$ cat src/rtl/bios_loader_ctrl.sv
// bios_loader_ctrl
// Copies the BIOS image from a byte-wide ROM into the system BIOS write port at power-up.
// Byte pairs are fetched (low byte first), packed little-endian into 16-bit words and
// offered to the system with a req/wr handshake. bios_loaded rises once the last word
// has been accepted and stays high until the next load or reset.
//
// Optional build macro: BIOS_LOADER_CHECKSUM_EN
//   Adds a running mod-2^16 sum of accepted words (checksum), a compare input
//   (expected_sum) and sum_ok, which is meaningful only in DONE.
module bios_loader_ctrl #(
    parameter int ROM_AW  = 14,    // ROM byte-address width
    parameter int WORDS   = 8192,  // 16-bit words to transfer
    parameter int ROM_LAT = 1      // ROM read latency in clk_sys cycles, 1..3
) (
    input  logic              clk_sys,
    input  logic              reset,
    input  logic              start,
    input  logic              bios_req,
    output logic              rom_ce,
    output logic [ROM_AW-1:0] rom_addr,
    input  logic [7:0]        rom_data,
    output logic [12:0]       bios_addr,
    output logic [15:0]       bios_din,
    output logic              bios_wr,
    output logic              busy,
    output logic              bios_loaded
`ifdef BIOS_LOADER_CHECKSUM_EN
    ,
    input  logic [15:0]       expected_sum,
    output logic [15:0]       checksum,
    output logic              sum_ok
`endif
);

    typedef enum logic [2:0] {
        S_IDLE,
        S_RD_LO,
        S_WT_LO,
        S_RD_HI,
        S_WT_HI,
        S_PEND,
        S_WRITE,
        S_DONE
    } state_t;

    // Last value of the latency counter before the ROM byte is valid.
    localparam logic [1:0]  LAT_LAST = 2'(ROM_LAT - 1);
    // Word index whose acceptance completes the load.
    localparam logic [13:0] LAST_N   = 14'(WORDS - 1);

    state_t      r_state;
    state_t      w_next;
    logic [13:0] r_n;        // index of the word being transferred
    logic [7:0]  r_lo;
    logic [7:0]  r_hi;
    logic [1:0]  r_lat;      // counts ROM latency cycles in WT_LO / WT_HI
    logic        r_loaded;
    logic        w_load_start;
    logic        w_accept;
    logic        w_lat_done;

    // A load may only begin from an idle or finished controller; start while busy is ignored.
    assign w_load_start = start && (r_state == S_IDLE || r_state == S_DONE);
    assign w_accept     = (r_state == S_WRITE) && bios_req;
    assign w_lat_done   = (r_lat == LAT_LAST);

    // State register.
    always_ff @(posedge clk_sys or posedge reset) begin
        if (reset) begin
            r_state <= S_IDLE;
        end else begin
            // NOTE: sequential state uses non-blocking assignment so every register
            // samples values from before the edge, independent of block ordering.
            r_state <= w_next;
        end
    end

    // Next-state decode.
    always_comb begin
        // NOTE: default assigned first so no path leaves w_next unassigned (no latch).
        w_next = r_state;
        case (r_state)
            S_IDLE:  if (start) w_next = S_RD_LO;
            S_RD_LO: w_next = S_WT_LO;
            S_WT_LO: if (w_lat_done) w_next = S_RD_HI;
            S_RD_HI: w_next = S_WT_HI;
            S_WT_HI: if (w_lat_done) w_next = S_PEND;
            S_PEND:  if (bios_req) w_next = S_WRITE;
            S_WRITE: begin
                if (!bios_req)         w_next = S_PEND;   // retry same word, no ROM re-read
                else if (r_n == LAST_N) w_next = S_DONE;
                else                    w_next = S_RD_LO;
            end
            S_DONE:  if (start) w_next = S_RD_LO;
            default: w_next = S_IDLE;
        endcase
    end

    // Word counter, ROM latency counter, byte capture and completion flag.
    always_ff @(posedge clk_sys or posedge reset) begin
        if (reset) begin
            // NOTE: every datapath register is reset so all outputs read 0 in the
            // same cycle reset is asserted, and a partial load is discarded.
            r_n      <= '0;
            r_lo     <= '0;
            r_hi     <= '0;
            r_lat    <= '0;
            r_loaded <= 1'b0;
        end else begin
            if (w_load_start) begin
                r_n      <= '0;
                r_loaded <= 1'b0;
            end else if (w_accept) begin
                r_n <= r_n + 14'd1;
                if (r_n == LAST_N) r_loaded <= 1'b1;
            end

            if (r_state == S_WT_LO || r_state == S_WT_HI) begin
                r_lat <= w_lat_done ? 2'd0 : r_lat + 2'd1;
            end

            if (r_state == S_WT_LO && w_lat_done) r_lo <= rom_data;
            if (r_state == S_WT_HI && w_lat_done) r_hi <= rom_data;
        end
    end

    // Output decode: strobes come straight from the state so they cannot leak into other states.
    always_comb begin
        rom_ce      = (r_state == S_RD_LO) || (r_state == S_RD_HI);
        rom_addr    = rom_ce ? ROM_AW'({r_n, r_state == S_RD_HI}) : '0;
        bios_addr   = r_n[12:0];
        bios_din    = {r_hi, r_lo};
        bios_wr     = (r_state == S_WRITE);
        busy        = (r_state != S_IDLE) && (r_state != S_DONE);
        bios_loaded = r_loaded;
    end

`ifdef BIOS_LOADER_CHECKSUM_EN
    logic [15:0] r_sum;

    // Running mod-2^16 sum of accepted words, cleared when a load begins.
    always_ff @(posedge clk_sys or posedge reset) begin
        if (reset) begin
            r_sum <= '0;
        end else if (w_load_start) begin
            r_sum <= '0;
        end else if (w_accept) begin
            r_sum <= r_sum + {r_hi, r_lo};
        end
    end

    assign checksum = r_sum;
    assign sum_ok   = (r_state == S_DONE) && (r_sum == expected_sum);
`endif

endmodule
$ cat config.mk
export PLATFORM = sky130hd
export DESIGN_NAME = bios_loader_ctrl
export DESIGN_NICKNAME = d
export VERILOG_FILES = /design/src/rtl/bios_loader_ctrl.sv
export SDC_FILE = /design/constraint.sdc
export NUM_CORES = 1
export LEC_CHECK = 0
export BUFFER_PORTS_ARGS = -buffer_cell sky130_fd_sc_hd__buf_2
export CAP_MARGIN = 10
export CORE_MARGIN = 8
export CORE_UTILIZATION = 32
export CTS_CLUSTER_DIAMETER = 150
export DETAILED_ROUTE_END_ITERATION = 10
export GPL_TIMING_DRIVEN = 0
export HOLD_SLACK_MARGIN = 0.02
export PLACE_DENSITY = 0.57
export SLEW_MARGIN = 40
export SYNTH_ARGS = -nofsm -noshare
export SYNTH_HDL_FRONTEND = slang
export SYNTH_SLANG_ARGS = --single-unit
$ cat constraint.sdc
create_clock -name clk_sys -period 4.75 [get_ports clk_sys]
set_input_delay 0 -clock clk_sys [delete_from_list [all_inputs] [get_ports clk_sys]]
set_output_delay 0 -clock clk_sys [all_outputs]
set_load 0.02 [all_outputs]
==> impl_metrics.csv <==
group,metric,value,unit
timing,slew_viol_final,0,
cts,cts_made_buffers,5,
timing,fmax,486.3,MHz
routing,drtAntennaViolNets,0,
cts,cts_buffer_depth,2,
placed_design,pre_cts_ws,2788,ps
setup_path,r2r_end,"r_hi[2]$_DFFE_PP0P_",
timing,rsz0062_at_grt,"no",
timing,hold_viol,0,
routing,drtIter0Drc,39,
synth,syn_area,1916,um2
power,p_comb_frac,0.467,
setup_path,r2r_start,"r_state[2]$_DFFE_PP0P_",
worst_hold_path,min_path_type,"primary input to flop",
setup_path,critical_path_arrival,2060,ps
power,cellLeakagePower,1.232,nW
placed_design,routabilityCongestion,0.7577,
setup_path,r2r_cells,4,
synth,synthDistinctLibCells,36,
floorplan,rows,28,
cells_and_area,area_delta_synth_final,30.89,%
routing,drtPass1Iterations,4,
synth,synth_nets,201,
cells_and_area,layout_commonest_cell,"buf_2",
power,switching_share,0.3984,
routing,drt_wl_total,4596,um
cts,cts_sinks,36,
worst_hold_path,hold_path_depth,4,
cts,root_buffer,"clkbuf_8",
setup_path,cp.required,4750,ps
setup_path,r2r_setup_slack,2810,ps
synth,syn_area_per_cell,10.30,um2
floorplan,io_pins,59,
cells_and_area,n_antenna_cell,0,
routing,routedWlPerCell,13.64,um
power,peakVddDrop,0.2550,mV
timing,period_needed,2056,ps
timing,tightest_slew,726.4,ps
setup_path,cp-end-kind,"output pin",
synth,ys_ff_latch,36,
cts,cts_max_level,2,
floorplan,core,5851,um2
cts,clk_latency,280,ps
timing,finalClockSkew,4.808,ps
power,p_seq_frac,0.354,
floorplan,die_w,93.37,um
setup_path,path_class,"flop to output pin",
timing,tns,0,ps
floorplan,initial_utilization,0.3274,
floorplan,die_y,93.37,um
setup_path,startpoint,"r_state[0]$_DFFE_PP0P_",
global_route,antenna_found_initial,0,
floorplan,dieArea,8718,um2
global_route,grt_start_max_net_pins,20,
routing,drc,0,
worst_hold_path,hp-start,"start",
cells_and_area,layout.nets,276,
power,p_int,0.7498,mW
cells_and_area,drive_above_1_share,0.3855,
flow_run,drv_cap,0,
outcome,outcome,"complete, no violations",
placed_design,dpl.hpwl,3426,um
setup_path,start_kind,"flop",
timing,setup_viol,0,
routing,avgViaCountPerCell,4.745,
timing,relSlewSlack,0.5136,
power,clkPwrFrac,0.180,
power,p_per_area,497.1,nW/um2
setup_path,critPathMaxFanout,10,
global_route,grt_overflow_total,0,
global_route,grt_pass1_vias,1586,
cts,cts_tree,"built",
global_route,grt_pass1_wl,7997,um
cts,clk_pin_slew,70,ps
worst_hold_path,min_to,"r_state[2]$_DFFE_PP0P_",
synth,ys_warn_count,0,
power,p_sw,0.4966,mW
placed_design,portBuffers,58,
synth,synth_cells,186,
timing,finalCritPeriodShare,0.4329,
global_route,grt_use_total,0.1129,
routing,num_vias,1599,
cells_and_area,final_cell_mix,"buf_2, dfrtp_1, mux2_2",
synth,ys_seq_area_frac,0.4703,
timing,setup_slack,2694,ps
==> logic make-up after synthesis <==
| logic type | after synthesis | synth area share |
|---|---|---|
| AO/OA/AOI/OAI | 26 | 0.08034 |
| XOR/XNOR | 9 | 0.04115 |
| adder cells (fa/ha/maj) | 3 | 0.01960 |
| buffers and inverters | 29 | 0.08818 |
| flip-flops | 36 | 0.4703 |
| multiplexers | 17 | 0.09928 |
| AND/OR/NAND/NOR | 66 | 0.2012 |
==> repair_timing <==
| action | in CTS | in global routing |
|---|---|---|
| hold endpoints to repair | 33 | 0 |
| buffers inserted | 0 | 0 |
| hold buffers | 9 | 0 |
| resized for setup | 0 | 0 |
==> worst max-delay path, cell delays in order, from the launching register on <==
cell      delay (ps)
dfrtp_1          370
clkbuf_1         320
inv_1            170
nor2_1           260
clkbuf_1         310
and2_1           170
buf_2            160
==> per-stage QoR <==
stage          std cells  power [mW]  hold WS, ps  utilization  area [um2]
2_1_floorplan        186      0.8523        151.7            -        1916
3_3_place_gp         319       1.021        246.0       0.3931        2300
3_5_place_dp         320       1.033        33.76       0.3978        2327
4_1_cts              337       1.272        111.2       0.4286        2507
5_1_grt              337       1.338        126.2       0.4286        2507
6_report             337       1.246        122.9       0.4286        2507
==> power groups by stage <==
stage	logic, mW	clock network, mW	registers, mW
floorplan	0.321	0	0.531
global placement	0.577	0	0.443
detailed placement	0.586	0	0.447
CTS	0.593	0.237	0.442
global route	0.639	0.248	0.452
finish	0.581	0.224	0.441
==> final cells by class <==
type                       instances  area, um2
buffer                            22      142.6
clock buffer                       8      90.09
fill                             582       3343
inverter                           7      26.28
multi-input combinational        121      845.8
sequential                        36      900.9
tap                               75      93.84
timing repair buffer              68      407.9
==> worst max-delay path by stage <==
stage                                endpoint  slack [ps]
after floorplan           r_n[12]$_DFFE_PP0P_        3000
after global placement    r_hi[3]$_DFFE_PP0P_        2810
after detailed placement  r_hi[2]$_DFFE_PP0P_        2790
after CTS                         rom_addr[3]        2610
after global routing             rom_addr[12]        2420
final                             rom_addr[3]        2690
==> state kept, by name, summed over array words and instances (netlist names) <==
| name | cells |
|---|---|
| bios_loaded | 1 |
| r_n | 14 |
| r_lo | 8 |
| r_hi | 8 |
| r_lat | 2 |
| r_state | 3 |
==> synthesized netlist by cell type <==
cell | n | area [um2]
a211o_1 | 1 | 8.760
a211oi_1 | 2 | 15.01
a21oi_1 | 7 | 35.03
a31o_2 | 1 | 8.760
and2_1 | 12 | 75.07
and3_1 | 2 | 12.51
and4b_1 | 1 | 10.01
buf_4 | 14 | 105.1
buf_6 | 1 | 11.26
clkbuf_1 | 7 | 26.28
dfrtp_1 | 36 | 900.9
ha_1 | 3 | 37.54
inv_1 | 7 | 26.28
mux2_2 | 16 | 180.2
mux2i_1 | 1 | 10.01
nand2_1 | 10 | 37.54
nand2b_1 | 1 | 6.260
nand3_1 | 4 | 20.02
nand3b_1 | 2 | 15.01
nand4_1 | 4 | 25.02
nand4b_4 | 1 | 23.77
nor2_1 | 12 | 45.04
nor3_1 | 7 | 35.03
nor3b_2 | 1 | 12.51
nor4_1 | 2 | 12.51
nor4bb_1 | 1 | 10.01
o21a_1 | 3 | 22.52
o21ai_0 | 10 | 50.05
o22ai_1 | 1 | 6.260
o31ai_1 | 1 | 7.510
or2b_1 | 1 | 7.510
or3_1 | 3 | 18.77
or4_1 | 1 | 7.510
or4_4 | 1 | 11.26
xnor2_1 | 6 | 52.55
xor2_1 | 3 | 26.28
==> per-layer routing <==
| layer | vias up | global-route usage | share of wire |
|---|---|---|---|
| met3 | 6 | 0.05689 | 0.094 |
| li1 | 784 | - | - |
| met1 | 762 | 0.1317 | 0.43 |
| met5 | - | 0 | 0 |
| met2 | 47 | 0.1792 | 0.47 |
| met4 | 0 | 0.02819 | 0.0094 |
Note: power is estimated with default switching activity, not from simulation.
